**src/rtl/uart_receiver.sv**
```systemverilog
// 8N1 UART receiver driven by an oversampled clock-enable tick.
// It recovers bytes from the serial line and presents them with ready, frame-error and overrun flags.
module uart_receiver #(
    parameter int OVERSAMPLE = 16
) (
    input  logic       clk_50m,
    input  logic       rst_n,
    input  logic       Rx,
    input  logic       clken,
    input  logic       rdy_clr,
    output logic [7:0] data_out,
    output logic       rdy,
    output logic       frame_err,
    output logic       overrun,
    output logic       Rx_busy
);
    localparam int CW = $clog2(OVERSAMPLE);
    localparam logic [CW-1:0] HALF_M1 = CW'(OVERSAMPLE / 2 - 1);
    localparam logic [CW-1:0] FULL_M1 = CW'(OVERSAMPLE - 1);

    typedef enum logic [1:0] {
        IDLE  = 2'd0,
        START = 2'd1,
        DATA  = 2'd2,
        STOP  = 2'd3
    } state_t;

    logic          r_rx_meta, r_rx_s;
    state_t        r_state, w_state_nxt;
    logic [CW-1:0] r_cnt, w_cnt_nxt;
    logic [2:0]    r_bit_pos, w_bit_pos_nxt;
    logic [7:0]    r_shift, w_shift_nxt;
    logic [7:0]    r_data;
    logic          r_rdy, r_ferr, r_ovr;
    logic          w_rx_s, w_byte_ok, w_frame_bad;

    assign w_rx_s = r_rx_s;

    // Both flops reset high so reset never looks like a start bit.
    always_ff @(posedge clk_50m or negedge rst_n) begin
        if (!rst_n) begin
            r_rx_meta <= 1'b1;
            r_rx_s    <= 1'b1;
        end else begin
            r_rx_meta <= Rx;
            r_rx_s    <= r_rx_meta;
        end
    end

    always_ff @(posedge clk_50m or negedge rst_n) begin
        if (!rst_n) begin
            r_state   <= IDLE;
            r_cnt     <= '0;
            r_bit_pos <= '0;
            r_shift   <= '0;
        end else begin
            r_state   <= w_state_nxt;
            r_cnt     <= w_cnt_nxt;
            r_bit_pos <= w_bit_pos_nxt;
            r_shift   <= w_shift_nxt;
        end
    end

    always_comb begin
        w_state_nxt   = r_state;
        w_cnt_nxt     = r_cnt;
        w_bit_pos_nxt = r_bit_pos;
        w_shift_nxt   = r_shift;
        w_byte_ok     = 1'b0;
        w_frame_bad   = 1'b0;
        if (clken) begin
            case (r_state)
                IDLE: begin
                    if (!w_rx_s) begin
                        w_state_nxt = START;
                        w_cnt_nxt   = '0;
                    end
                end
                START: begin
                    w_cnt_nxt = r_cnt + 1'b1;
                    if (r_cnt == HALF_M1) begin
                        // A start bit that is high again at its midpoint is a glitch.
                        if (w_rx_s) begin
                            w_state_nxt = IDLE;
                        end else begin
                            w_state_nxt   = DATA;
                            w_cnt_nxt     = '0;
                            w_bit_pos_nxt = '0;
                        end
                    end
                end
                DATA: begin
                    w_cnt_nxt = r_cnt + 1'b1;
                    if (r_cnt == FULL_M1) begin
                        w_shift_nxt[r_bit_pos] = w_rx_s;
                        w_cnt_nxt              = '0;
                        w_bit_pos_nxt          = r_bit_pos + 1'b1;
                        if (r_bit_pos == 3'd7)
                            w_state_nxt = STOP;
                    end
                end
                STOP: begin
                    w_cnt_nxt = r_cnt + 1'b1;
                    if (r_cnt == FULL_M1) begin
                        w_state_nxt = IDLE;
                        w_byte_ok   = w_rx_s;
                        w_frame_bad = !w_rx_s;
                    end
                end
                default: w_state_nxt = IDLE;
            endcase
        end
    end

    // Clear first, then set, so a completing frame wins over a same-cycle acknowledge.
    always_ff @(posedge clk_50m or negedge rst_n) begin
        if (!rst_n) begin
            r_data <= 8'h00;
            r_rdy  <= 1'b0;
            r_ferr <= 1'b0;
            r_ovr  <= 1'b0;
        end else begin
            if (rdy_clr) begin
                r_rdy  <= 1'b0;
                r_ferr <= 1'b0;
                r_ovr  <= 1'b0;
            end
            if (w_byte_ok) begin
                r_data <= r_shift;
                r_rdy  <= 1'b1;
                if (r_rdy)
                    r_ovr <= 1'b1;
            end
            if (w_frame_bad)
                r_ferr <= 1'b1;
        end
    end

    assign data_out  = r_data;
    assign rdy       = r_rdy;
    assign frame_err = r_ferr;
    assign overrun   = r_ovr;
    assign Rx_busy   = (r_state != IDLE);

endmodule
```
**config.mk**
```make
export PLATFORM = sky130hd
export DESIGN_NAME = uart_receiver
export DESIGN_NICKNAME = d
export VERILOG_FILES = /design/src/rtl/uart_receiver.sv
export SDC_FILE = /design/constraint.sdc
export NUM_CORES = 1
export LEC_CHECK = 0
export CAP_MARGIN = 10
export CORE_MARGIN = 8
export CORE_UTILIZATION = 45
export DETAILED_ROUTE_END_ITERATION = 12
export PLACE_DENSITY = 0.65
export SETUP_SLACK_MARGIN = 0.15
export SYNTH_ARGS = -nofsm -noshare
export SYNTH_HDL_FRONTEND = slang
export SYNTH_SLANG_ARGS = --single-unit
```
**constraint.sdc**
```tcl
create_clock -name clk_50m -period 2.15 [get_ports clk_50m]
set_clock_uncertainty 0.05 [all_clocks]
set_input_delay 0.215 -clock clk_50m [delete_from_list [all_inputs] [get_ports clk_50m]]
set_output_delay 0.215 -clock clk_50m [all_outputs]
set_load 0.03 [all_outputs]
```
Yosys cells after proc, flatten, opt, wreduce, memory -nomap -nowiden
Cells that the tools add are included.

storage, ports and cells
  register bits after elaboration = 30
  output and inout bits = 12

cells by class
  $lt $le $gt $ge = 2
  reduce and logical (&&, ||, !) cells = 11
  multiplexer cells = 31
  add/sub/neg operators = 2
  equality and inequality tests = 12

operators with widths
  cell                 count
  $mux 4               4
  $pmux 4 s4           1
  $mux 1               13
  $mux 2               6
  $ne 2x2->1 const B   6
  $mux 3               3
  $bwmux 8             1
  $pmux 2 s4           1
  $reduce_bool 2->1    4
  $pmux 3 s2           1
  $reduce_and 6->1     1
  $reduce_and 5->1     1
  $add 4x1->4 const B  1
  $eq 2x2->1 const B   2
  $eq 4x3->1 const B   1
  $eq 4x4->1 const B   1
  $lt 3x4->1 const B   1
  $add 3x1->3 const B  1
  $demux 1 s3          1
  $eq 3x3->1 const B   1
  $ge 3x1->1 const B   1
  $reduce_and 3->1     1
  $eq 2x1->1 const B   1
  $logic_not 2->1      1
  3 further kinds      3

Depth between registers and ports, before layout
  word-level depth = 5
  gate-level depth with buffers = 6
  depth with buffers taken out = 5

Worst setup path after synthesis
Ideal clock, no wire load.

  kind = flip-flop to flip-flop
  from = reg r_cnt[0]
  to = reg r_shift[2]
  setup slack = 386 ps
  cell stages (with the launch flop) = 7
  data arrival time = 1587 ps
  data required time = 1973 ps
  setup time = 127 ps
  path through = dfrtp_1 ha_1 nand4_4 nor3_4 buf_6 and4bb_2 mux2_1

between the ends
  word-level cells in the longest chain between the ends = 2

RTL lines
  what                        line  RTL
  from (decl)                 30    logic [CW-1:0] r_cnt, w_cnt_nxt;
  from (signal assigned)      58    r_cnt <= w_cnt_nxt;
  $eq 4x4->1                  94    if (r_cnt == FULL_M1) begin
  $reduce_and 3->1 (no line)  --
  to (signal assigned)        60    r_shift <= w_shift_nxt;
  to (decl)                   32    logic [7:0] r_shift, w_shift_nxt;

No other way between the ends.
A chain may end at the register's enable or synchronous reset.

Final worst setup path
  from = reg r_cnt[0]
  to = reg r_shift[1]

The elaborated chain is that of the path after synthesis.

==> impl_metrics.yaml <==
critical_path:
  worstReg2RegStart: "r_cnt[0]$_DFFE_PN0P_"
  criticalPathCategory: "register to register"
  reg2reg_setup_slack_ns: 0.26
  path_cells: "ha_2 > nand4_4 > nor3_4 > and4bb_2 > mux2_2"
  worst_setup_path_startpoint: "r_cnt[0]$_DFFE_PN0P_"
  cp.arrival_ns: 2.03
  max_stage_delay_ns: 0.39
  worst_setup_path_start_kind: "register"
  critical_path_required_ns: 2.29
  timing.critical_path.fanout_max: 7
  crit_path_end_kind: "register"
  critPathSlowestCell: "dfrtp_1"
placed_design:
  io_buffers: 16
  post-place-ws_ns: 0.182
  dp_hpwl_um: 1790
  gp_congestion: 0.847
  placed_cells: 170
  place_area_um2: 1630
finish:
  most_frequent_standard_cell_in_the_layout_excluding_fill_and_tap_cells: "dfrtp_1"
  final_cell_count_no_fill: 180
  antenna_cells_inserted: 0
  final_nets: 143
  layout-drive-gt1-share_pct: 29.4
  num-fill-cells: 264
  utilization_pct: 56.0
  most-common-layout-cells: "dfrtp_1 (27), mux2_2 (15), clkdlybuf4s50_1 (15)"
  syn_to_final_growth_pct: 19.0
  stdcell_area_um2: 1700
min_path:
  hold_class: "primary input to async pin"
drt:
  detail-route-antenna-nets: 0
  vias_per_cell: 5.28
  aggregate_routed_wire_length_um: 2610
  drtPass1Iterations: 4
  first_iter_violations: 48
  route.vias.total: 951
  routed_wire_length_per_instance_um: 14.5
  detail_route.drc_violations: 0
timing:
  final-setup-viol-count: 0
  timing.final.hold_violations: 0
  share_of_the_clock_period_used_by_the_worst_path_after_layout_pct: 87.9
  measured_slew_at_the_worst_slew_check_pin_ns: 0.462
  fmaxAchievable_ghz: 0.529
  setup_slack_ns: 0.261
  max-slew-margin-rel_pct: 68.9
  clock_period_minus_worst_slack_ns: 1.89
  finalSetupTns_ns: 0
  grt_setup_unrepaired: "false"
  hold_slack_ns: 0.225
  final_max_slew_viol_count: 0
die:
  floorplan.initialDensity_pct: 47.1
  die-area_um2: 5220
  floorplan.die.height_um: 72.3
  core_region_area_um2: 3030
  top_level_ports: 17
  die_width_um: 72.3
  num_rows: 20
clock_network:
  clkSinkCount: 30
  cts_root_cell: "clkbuf_4"
  cts_tree: "yes"
  path_clk_slew_ns: 0.10
  htreeDepth: 2
  numCtsBuffers: 5
  cts.path.max_buffers: 2
  worst_skew_pair.late_latency_ns: 0.32
yosys:
  synth-seq-cells: 30
  postSynthAreaPerCell_um2: 12.7
  yosys.area.top_type_share_pct: 49.2
  synthDominantAreaCellType: "dfrtp_1"
  post_synth_inst_count: 112
  total_standard_cell_area_after_synthesis_um2: 1430
  synth_seq_area_share_pct: 52.9
  synth_cell_types: 39
  synth.area.top_cells: "dfrtp_1 (49%), mux2_2 (12%), dfstp_2 (3.7%), ha_1 (2.6%), nor3_4 (2.3%)"
  yosysWarnings: 0
  mapped_nets: 120
pwr:
  cellPowerDensity_nw_per_um2: 817
  clk_pwr_share_pct: 22.0
  switching_share_pct: 34.4
  netsw_uw: 476
  seqPwrFrac_pct: 53.6
  total_power_mw: 1.39
  p_leak_nw: 0.785
  peak_supply_drop_uv: 465
  power.share.combinational_pct: 24.4
  p_int_uw: 910
global_route:
  grt_first_pass_wirelength_um: 4330
  initial_antenna_violation_count: 0
  grt_use_total_pct: 10.7
  vias_in_the_first_global_route: 957
  grt_max_degree: 31
  grt_overflow: 0
job:
  maxCapViolCount: 0
status:
  run_status: "completed"
## registers in the layout (all words and copies together) (netlist names), named ones only
register   count
r_bit_pos      3
r_cnt          4
overrun        1
r_rx_meta      1
r_rx_s         1
frame_err      1
rdy            1
data_out       8
r_state        1
r_shift        8
## worst paths after layout
kind                                      endpoint  depth (start not counted)
min reg2reg                       r_rx_s$_DFF_PN1_                          0
max reg2reg                 r_shift[1]$_DFFE_PN0P_                          5
min                        data_out[5]$_DFFE_PN0P_                          2
max                         r_shift[1]$_DFFE_PN0P_                          5
min in group clk_50m           r_rx_meta$_DFF_PN1_                          1
max in group asynchronous         r_rx_s$_DFF_PN1_                          2
## cell families (layout without fill, tap and decap cells)
kind of cell / Yosys count / count (layout) / share of synthesized area [%]
adders and majority gates: 3 / 3 / 2.63
and+or+nand+nor: 27 / 27 / 14.2
DFF: 30 / 30 / 52.9
muxes: 17 / 17 / 13.3
xor gates and xnor gates: 1 / 1 / 0.615
buffers and inverters: 13 / 37 / 5.00
AOI/OAI and AO/OA: 21 / 21 / 11.3
## worst max-delay path: cells and delay by family (launching register included)
| kind | cells | cell delay, ns |
|---|---|---|
| flip-flops | 1 | 0.39 |
| multiplexers | 1 | 0.32 |
| AND/OR/NAND/NOR | 3 | 0.75 |
| adder cells (fa/ha/maj) | 1 | 0.27 |
## power groups by stage
stage	Combinational, mW	Sequential [mW]	Clock (mW)
2_1_floorplan	0.324	0.689	0
3_3_place_gp	0.322	0.747	0
3_5_place_dp	0.336	0.749	0
4_1_cts	0.337	0.741	0.319
5_1_grt	0.378	0.757	0.342
6_report	0.338	0.743	0.305
## per-layer routing
layer	track usage [%]	up-vias	part of all wire, %
met5	0	-	0
met4	5.44	0	1.1
met3	4.41	5	5.8
met2	16.1	19	45
met1	12.6	465	48
li1	-	462	-
## repair_timing
action                                  4_1_cts  5_1_grt
endpoints found under the setup margin        1        5
hold buffers                                  0        0
cloned                                        0        0
gates resized for setup                       1        2
buffers inserted                              0        2
pin swaps                                     0        1
## cell usage after synthesis (all sizes together)
| master | n |
|---|---|
| a31oi | 1 |
| nand4b | 3 |
| mux2 | 16 |
| nor2 | 4 |
| o2111a | 1 |
| nand3 | 4 |
| o31a | 1 |
| buf | 5 |
| ha | 3 |
| o21ai | 5 |
| and4bb | 2 |
| o32a | 2 |
| dfrtp | 28 |
| mux2i | 1 |
| inv | 7 |
| a32o | 1 |
| a22o | 4 |
| a32oi | 1 |
| and3b | 1 |
| clkbuf | 1 |
| nand4 | 2 |
| a21oi | 2 |
| nand2b | 1 |
| o22ai | 1 |
| nand2 | 4 |
| xnor2 | 1 |
| nor3 | 4 |
| or4 | 1 |
| o32ai | 1 |
| and3 | 1 |
| dfstp | 2 |
| a21o | 1 |
## cell type report
type	instances	area (um2)	area share, %
tap	44	55.1	3.25
sequential	30	754	44.5
multi-input combinational	69	603	35.6
clock buffer	8	48.8	2.88
inverter	7	26.3	1.55
timing repair buffer	22	208	12.3
Note: power is estimated with default switching activity, not from simulation.
